==> src/rtl/div_round_if.sv <==
// Handshake bundle between the divider post-processing stage and its consumer.
// The producer/consumer side uses master; div_round uses slave.
interface div_round_if #(
    parameter int WIDTH = 30,
    parameter int OUTW  = 24
);
    logic             in_valid;
    logic [WIDTH-1:0] quotient;
    logic             rem_sign;
    logic             out_ready;
    logic             clear_ovr;
    logic             out_valid;
    logic [OUTW-1:0]  result;
    logic             inexact;
    logic             sat;
    logic             overrun;
    logic [1:0]       count;

    modport master (
        output in_valid, quotient, rem_sign, out_ready, clear_ovr,
        input  out_valid, result, inexact, sat, overrun, count
    );

    modport slave (
        input  in_valid, quotient, rem_sign, out_ready, clear_ovr,
        output out_valid, result, inexact, sat, overrun, count
    );
endinterface

==> src/rtl/div_round.sv <==
// Goldschmidt quotient post-processing: one-ulp correction, round-to-nearest-even
// to OUTW bits, and a 2-entry output queue with a sticky overrun flag.
module div_round #(
    parameter int WIDTH = 30,
    parameter int OUTW  = 24
) (
    input  logic         clk,
    input  logic         reset,
    div_round_if.slave   bus
);
    localparam int G  = WIDTH - OUTW;
    localparam int EW = OUTW + 2;

    generate
        if (G < 2) begin : g_bad_params
            $error("div_round: WIDTH-OUTW must be at least 2");
        end
    endgenerate

    // Stage S1: corrected quotient
    logic             s1_valid_reg;
    logic [WIDTH-1:0] s1_qc_reg;
    logic             s1_unf_reg;

    always_ff @(posedge clk or negedge reset) begin
        if (!reset) begin
            s1_valid_reg <= 1'b0;
            s1_qc_reg    <= '0;
            s1_unf_reg   <= 1'b0;
        end else begin
            s1_valid_reg <= bus.in_valid;
            if (bus.in_valid) begin
                if (!bus.rem_sign) begin
                    s1_qc_reg  <= bus.quotient;
                    s1_unf_reg <= 1'b0;
                end else if (bus.quotient != '0) begin
                    s1_qc_reg  <= bus.quotient - WIDTH'(1);
                    s1_unf_reg <= 1'b0;
                end else begin
                    s1_qc_reg  <= '0;
                    s1_unf_reg <= 1'b1;
                end
            end
        end
    end

    // Stage S2: rounding is combinational from S1; the queue write is its register
    logic [OUTW-1:0] trunc;
    logic            guard;
    logic            sticky;
    logic            round_up;
    logic            round_ovf;
    logic [EW-1:0]   s2_entry;

    assign trunc     = s1_qc_reg[WIDTH-1:G];
    assign guard     = s1_qc_reg[G-1];
    assign sticky    = |s1_qc_reg[G-2:0];
    assign round_up  = guard & (sticky | trunc[0]);
    assign round_ovf = (&trunc) & round_up;
    assign s2_entry  = {round_ovf ? {OUTW{1'b1}} : trunc + OUTW'(round_up),
                        guard | sticky | s1_unf_reg,
                        round_ovf | s1_unf_reg};

    // Output queue
    logic          wr_ptr_reg;
    logic          rd_ptr_reg;
    logic [1:0]    count_reg;
    logic [1:0]    count_next;
    logic          overrun_reg;
    logic          empty;
    logic          full;
    logic          pop;
    logic          push_ok;
    logic          drop;
    logic [EW-1:0] entry [2];

    assign empty   = (count_reg == 2'd0);
    assign full    = (count_reg == 2'd2);
    assign pop     = !empty && bus.out_ready;
    // At full a simultaneous pop frees the head slot, which is exactly wr_ptr's slot
    assign push_ok = s1_valid_reg && (!full || pop);
    assign drop    = s1_valid_reg && full && !pop;

    genvar gi;
    generate
        for (gi = 0; gi < 2; gi++) begin : g_entry
            logic [EW-1:0] entry_reg;
            always_ff @(posedge clk) begin
                if (push_ok && (wr_ptr_reg == 1'(gi))) begin
                    entry_reg <= s2_entry;
                end
            end
            assign entry[gi] = entry_reg;
        end
    endgenerate

    always_comb begin
        count_next = count_reg;
        unique case ({push_ok, pop})
            2'b10:   count_next = count_reg + 2'd1;
            2'b01:   count_next = count_reg - 2'd1;
            default: count_next = count_reg;
        endcase
    end

    always_ff @(posedge clk or negedge reset) begin
        if (!reset) begin
            wr_ptr_reg  <= 1'b0;
            rd_ptr_reg  <= 1'b0;
            count_reg   <= 2'd0;
            overrun_reg <= 1'b0;
        end else begin
            if (push_ok) wr_ptr_reg <= ~wr_ptr_reg;
            if (pop)     rd_ptr_reg <= ~rd_ptr_reg;
            count_reg <= count_next;
            if (drop)
                overrun_reg <= 1'b1;
            else if (bus.clear_ovr)
                overrun_reg <= 1'b0;
        end
    end

    logic [EW-1:0] head;
    assign head = empty ? '0 : entry[rd_ptr_reg];

    assign bus.out_valid = !empty;
    assign bus.result    = head[EW-1:2];
    assign bus.inexact   = head[1];
    assign bus.sat       = head[0];
    assign bus.overrun   = overrun_reg;
    assign bus.count     = count_reg;
endmodule

==> src/flat_wrapper.sv <==
// flat-port wrapper written by rule: the top's interface ports become plain ports
module div_round_flat 
#(
    parameter int WIDTH = 30,
    parameter int OUTW  = 24
)
  (clk, reset, bus_in_valid, bus_quotient, bus_rem_sign, bus_out_ready, bus_clear_ovr, bus_out_valid, bus_result, bus_inexact, bus_sat, bus_overrun, bus_count);
  div_round_if #(.WIDTH(WIDTH), .OUTW(OUTW)) bus_i ();
  input  logic clk;
  input  logic reset;
  input wire logic [$bits(bus_i.in_valid)-1:0] bus_in_valid;
  input wire logic [$bits(bus_i.quotient)-1:0] bus_quotient;
  input wire logic [$bits(bus_i.rem_sign)-1:0] bus_rem_sign;
  input wire logic [$bits(bus_i.out_ready)-1:0] bus_out_ready;
  input wire logic [$bits(bus_i.clear_ovr)-1:0] bus_clear_ovr;
  output wire logic [$bits(bus_i.out_valid)-1:0] bus_out_valid;
  output wire logic [$bits(bus_i.result)-1:0] bus_result;
  output wire logic [$bits(bus_i.inexact)-1:0] bus_inexact;
  output wire logic [$bits(bus_i.sat)-1:0] bus_sat;
  output wire logic [$bits(bus_i.overrun)-1:0] bus_overrun;
  output wire logic [$bits(bus_i.count)-1:0] bus_count;
  assign bus_i.in_valid = bus_in_valid;
  assign bus_i.quotient = bus_quotient;
  assign bus_i.rem_sign = bus_rem_sign;
  assign bus_i.out_ready = bus_out_ready;
  assign bus_i.clear_ovr = bus_clear_ovr;
  assign bus_out_valid = bus_i.out_valid;
  assign bus_result = bus_i.result;
  assign bus_inexact = bus_i.inexact;
  assign bus_sat = bus_i.sat;
  assign bus_overrun = bus_i.overrun;
  assign bus_count = bus_i.count;
  div_round #(.WIDTH(WIDTH), .OUTW(OUTW)) u_core (.clk(clk), .reset(reset), .bus(bus_i));
endmodule
==> config.mk <==
export PLATFORM = sky130hd
export DESIGN_NAME = div_round_flat
export DESIGN_NICKNAME = d
export VERILOG_FILES = /design/src/rtl/div_round_if.sv /design/src/rtl/div_round.sv /design/src/flat_wrapper.sv
export SDC_FILE = /design/constraint.sdc
export NUM_CORES = 1
export LEC_CHECK = 0
export CAP_MARGIN = 20
export CORE_ASPECT_RATIO = 1.5
export CORE_UTILIZATION = 55
export DETAILED_ROUTE_END_ITERATION = 6
export GPL_ROUTABILITY_DRIVEN = 1
export PLACE_DENSITY = 0.88
export SYNTH_ARGS = -nofsm -noshare
export SYNTH_HDL_FRONTEND = slang
export SYNTH_SLANG_ARGS = --single-unit
==> constraint.sdc <==
create_clock -name clk -period 6.87 [get_ports clk]
set_input_delay 1.374 -clock clk [delete_from_list [all_inputs] [get_ports clk]]
set_output_delay 1.374 -clock clk [all_outputs]
set_load 0.02 [all_outputs]
==> impl_metrics.json <==
{
  "leakage_nw": 2.19,
  "async_flop_share": 0.416,
  "critPathSlowestCell": "or4_4",
  "hold_buffers": 0,
  "tightestPinTransition_ns": 0.609,
  "path_delay_family": "simple AND/OR/NAND/NOR gates",
  "power_density_nw_per_um2": 320,
  "drive_above_1_share": 0.0906,
  "cts_tree": "yes",
  "ctsRootBufferMaster": "clkbuf_16",
  "synth_top_cell_by_area": "edfxtp_1",
  "seq_power_share": 0.392,
  "globalRouteTotalUtil": 0.235,
  "io_pins": 66,
  "numPortBuffers": 65,
  "cts.sinks": 89,
  "htree_levels": 3,
  "grt-ovfl-total": 0,
  "syn_nets": 474,
  "netSwitchingFraction": 0.312,
  "synth_area_leaders": "edfxtp_1 (33%), dfrtp_1 (20%), mux2i_1 (6.2%)",
  "hold_viol_final": 0,
  "dieArea_um2": 8880,
  "min_path_type": "register to register",
  "die_h_um": 115,
  "die_x_um": 77.3,
  "synth_top_area_share": 0.334,
  "intPower_w": 0.00126,
  "power.net_switching_w": 0.000573,
  "clock_latency_ns": 0.34,
  "slew_violations": 0,
  "synth_flop_cell": "edfxtp_1",
  "required_ns": 7.07,
  "hpwlAfterDp_mm": 7.04,
  "synth_edf_count": 52,
  "drcViolationCount": 0,
  "comb_power_share": 0.345,
  "diodes": 0,
  "place_area_um2": 5450,
  "antenna_left": 0,
  "postCtsResizedCells": 0,
  "cts_buffers": 9,
  "first_global_vias": 3434,
  "cp-start-kind": "primary input",
  "power_frac_clock": 0.263,
  "synth_warnings": 0,
  "vias_per_cell": 5.75,
  "status": "completed",
  "worstPathCellList": "clkdlybuf4s50_1 > or4_4 > nor3_1 > nand4_1 > nand2_1 > o22ai_1",
  "critPathMaxFanout": 14,
  "ys_seq_area_frac": 0.532,
  "min_period_ns": 3.82,
  "crit_type": "primary input to register",
  "area_growth_pct": 23.0,
  "fin_area_um2": 5750,
  "syn_inst": 436,
  "avgSynthCellArea_um2": 10.7,
  "first_iter_violations": 137,
  "worstPathBufferInverterCount": 1,
  "cp.arrival_ns": 4.02,
  "setup_viol": 0,
  "grt_max_degree": 55,
  "cts.path.max_buffers": 2,
  "cp-end-kind": "register",
  "num-nets-final": 541,
  "fmax_mhz": 262,
  "vdd_drop_max_uv": 225,
  "slew_headroom": 0.593,
  "post-route-period-util": 0.555,
  "detail_route.wl_per_cell_um": 15.2,
  "post-cts-setup-buffer-count": 0,
  "antenna_found_initial": 0,
  "skew_ns": 0.00758,
  "largest_register_ffs": 52,
  "synth_common_cells": "edfxtp_1 (52), nor2_1 (50), dfrtp_1 (37)",
  "synth_cell_types": 45,
  "synth.cell_area_um2": 4670,
  "start_util": 0.577,
  "core_um2": 8110,
  "setup_tns_ns": 0,
  "slowest_delay_ns": 0.59,
  "clk_pin_slew_ns": 0.06,
  "via_count": 3524,
  "routed_wl_mm": 9.33,
  "dr.pass1.iters": 5,
  "grt_pass1_wl_mm": 16.1,
  "core.rowCount": 40,
  "maxCapViolations": 0,
  "synth.most_common_cell": "edfxtp_1",
  "rsz0062_at_grt": "false",
  "place_congestion": 0.896,
  "ys_ff_latch": 89
}
## worst paths after layout
kind	start	end	slack, ns	cells past startpoint
hold reg to reg	u_core.wr_ptr_reg$_DFFE_PN0P_	u_core.wr_ptr_reg$_DFFE_PN0P_	0.52	1
setup reg to reg	u_core.s1_qc_reg[6]$_DFFE_PN0P_	u_core.g_entry[0].entry_reg[22]$_DFFE_PP_	4.39	7
setup / recovery	bus_quotient[25]	u_core.s1_qc_reg[18]$_DFFE_PN0P_	3.05	6
min in group asynchronous	reset	u_core.s1_valid_reg$_DFF_PN0_	1.45	2
hold / removal	u_core.wr_ptr_reg$_DFFE_PN0P_	u_core.wr_ptr_reg$_DFFE_PN0P_	0.52	1
max in group asynchronous	reset	u_core.s1_qc_reg[23]$_DFFE_PN0P_	5.07	2
## layout by cell type (no fill, tap or decap), drive strengths merged, types with 2 or more instances in the layout
| master | instances |
|---|---|
| ha | 2 |
| o21ai | 19 |
| buf | 6 |
| a31oi | 4 |
| nand3b | 2 |
| and3 | 5 |
| clkdlybuf4s50 | 65 |
| nor3 | 11 |
| and4 | 3 |
| nor4 | 11 |
| a31o | 8 |
| mux2i | 29 |
| inv | 20 |
| xor2 | 13 |
| edfxtp | 52 |
| nand3 | 20 |
| nand2b | 7 |
| clkinv | 2 |
| nand2 | 33 |
| clkbuf | 13 |
| xnor2 | 23 |
| a21oi | 4 |
| nand4 | 13 |
| or3 | 8 |
| or4 | 7 |
| o22ai | 8 |
| dfrtp | 37 |
| o41ai | 2 |
| nor3b | 2 |
| nor2 | 50 |
| mux2 | 8 |
| and2 | 3 |
| nor2b | 7 |
| o221ai | 2 |
| nor4b | 2 |
## cells by family (layout without fill, tap and decap cells)
kind of cell             Yosys count  count (layout)  share of synthesized area
multiplexers                      37              37                     0.0814
buffers and inverters             35             107                     0.0284
AO/OA/AOI/OAI                     51              51                     0.0704
XOR/XNOR                          36              36                     0.0675
adder cells (fa/ha/maj)            2               2                    0.00535
flip-flops                        89              89                      0.532
AND/OR/NAND/NOR                  186             186                      0.215
## power groups by stage
stage / clock [W] / sequential [W] / combinational, W
6_report: 0.000483 / 0.000720 / 0.000634
5_1_grt: 0.000512 / 0.000730 / 0.000690
2_1_floorplan: 0 / 0.000727 / 0.000376
4_1_cts: 0.000490 / 0.000720 / 0.000644
3_3_place_gp: 0 / 0.000724 / 0.000627
3_5_place_dp: 0 / 0.000730 / 0.000643
## through the flow
step | total power, W | utilization | cells | hold slack, ns | worst slack, ns
CTS | 0.00185 | 0.709 | 613 | 0.512 | 3.11
floorplan | 0.00110 | - | 436 | 0.464 | 3.68
detailed placement | 0.00137 | 0.672 | 597 | 0.499 | 2.75
global route | 0.00193 | 0.709 | 613 | 0.548 | 2.78
finish | 0.00184 | 0.709 | 613 | 0.515 | 3.05
global placement | 0.00135 | 0.672 | 597 | 0.492 | 2.89
## final cells by class
class | count | area (um^2)
Inverter | 20 | 75.1
Clock buffer | 13 | 260
Sequential cell | 89 | 2490
Tap cell | 105 | 131
Timing Repair Buffer | 71 | 696
Multi-Input combinational cell | 312 | 2060
Clock inverter | 3 | 38.8
Fill cell | 605 | 2360
## layer usage
layer  GRT usage  share of wire
met3      0.0452          0.036
met2       0.412           0.54
met5           0              0
met4       0.122          0.025
met1       0.271           0.40
## worst reg2reg max path, cell delays in order (launching register included)
cell	delay [ns]
dfrtp_1	0.42
and2_1	0.17
ha_1	0.19
nand2_1	0.12
nor3_1	0.38
or4b_2	0.63
xor2_1	0.18
nand2_1	0.10
Note: power is estimated with default switching activity, not from simulation.
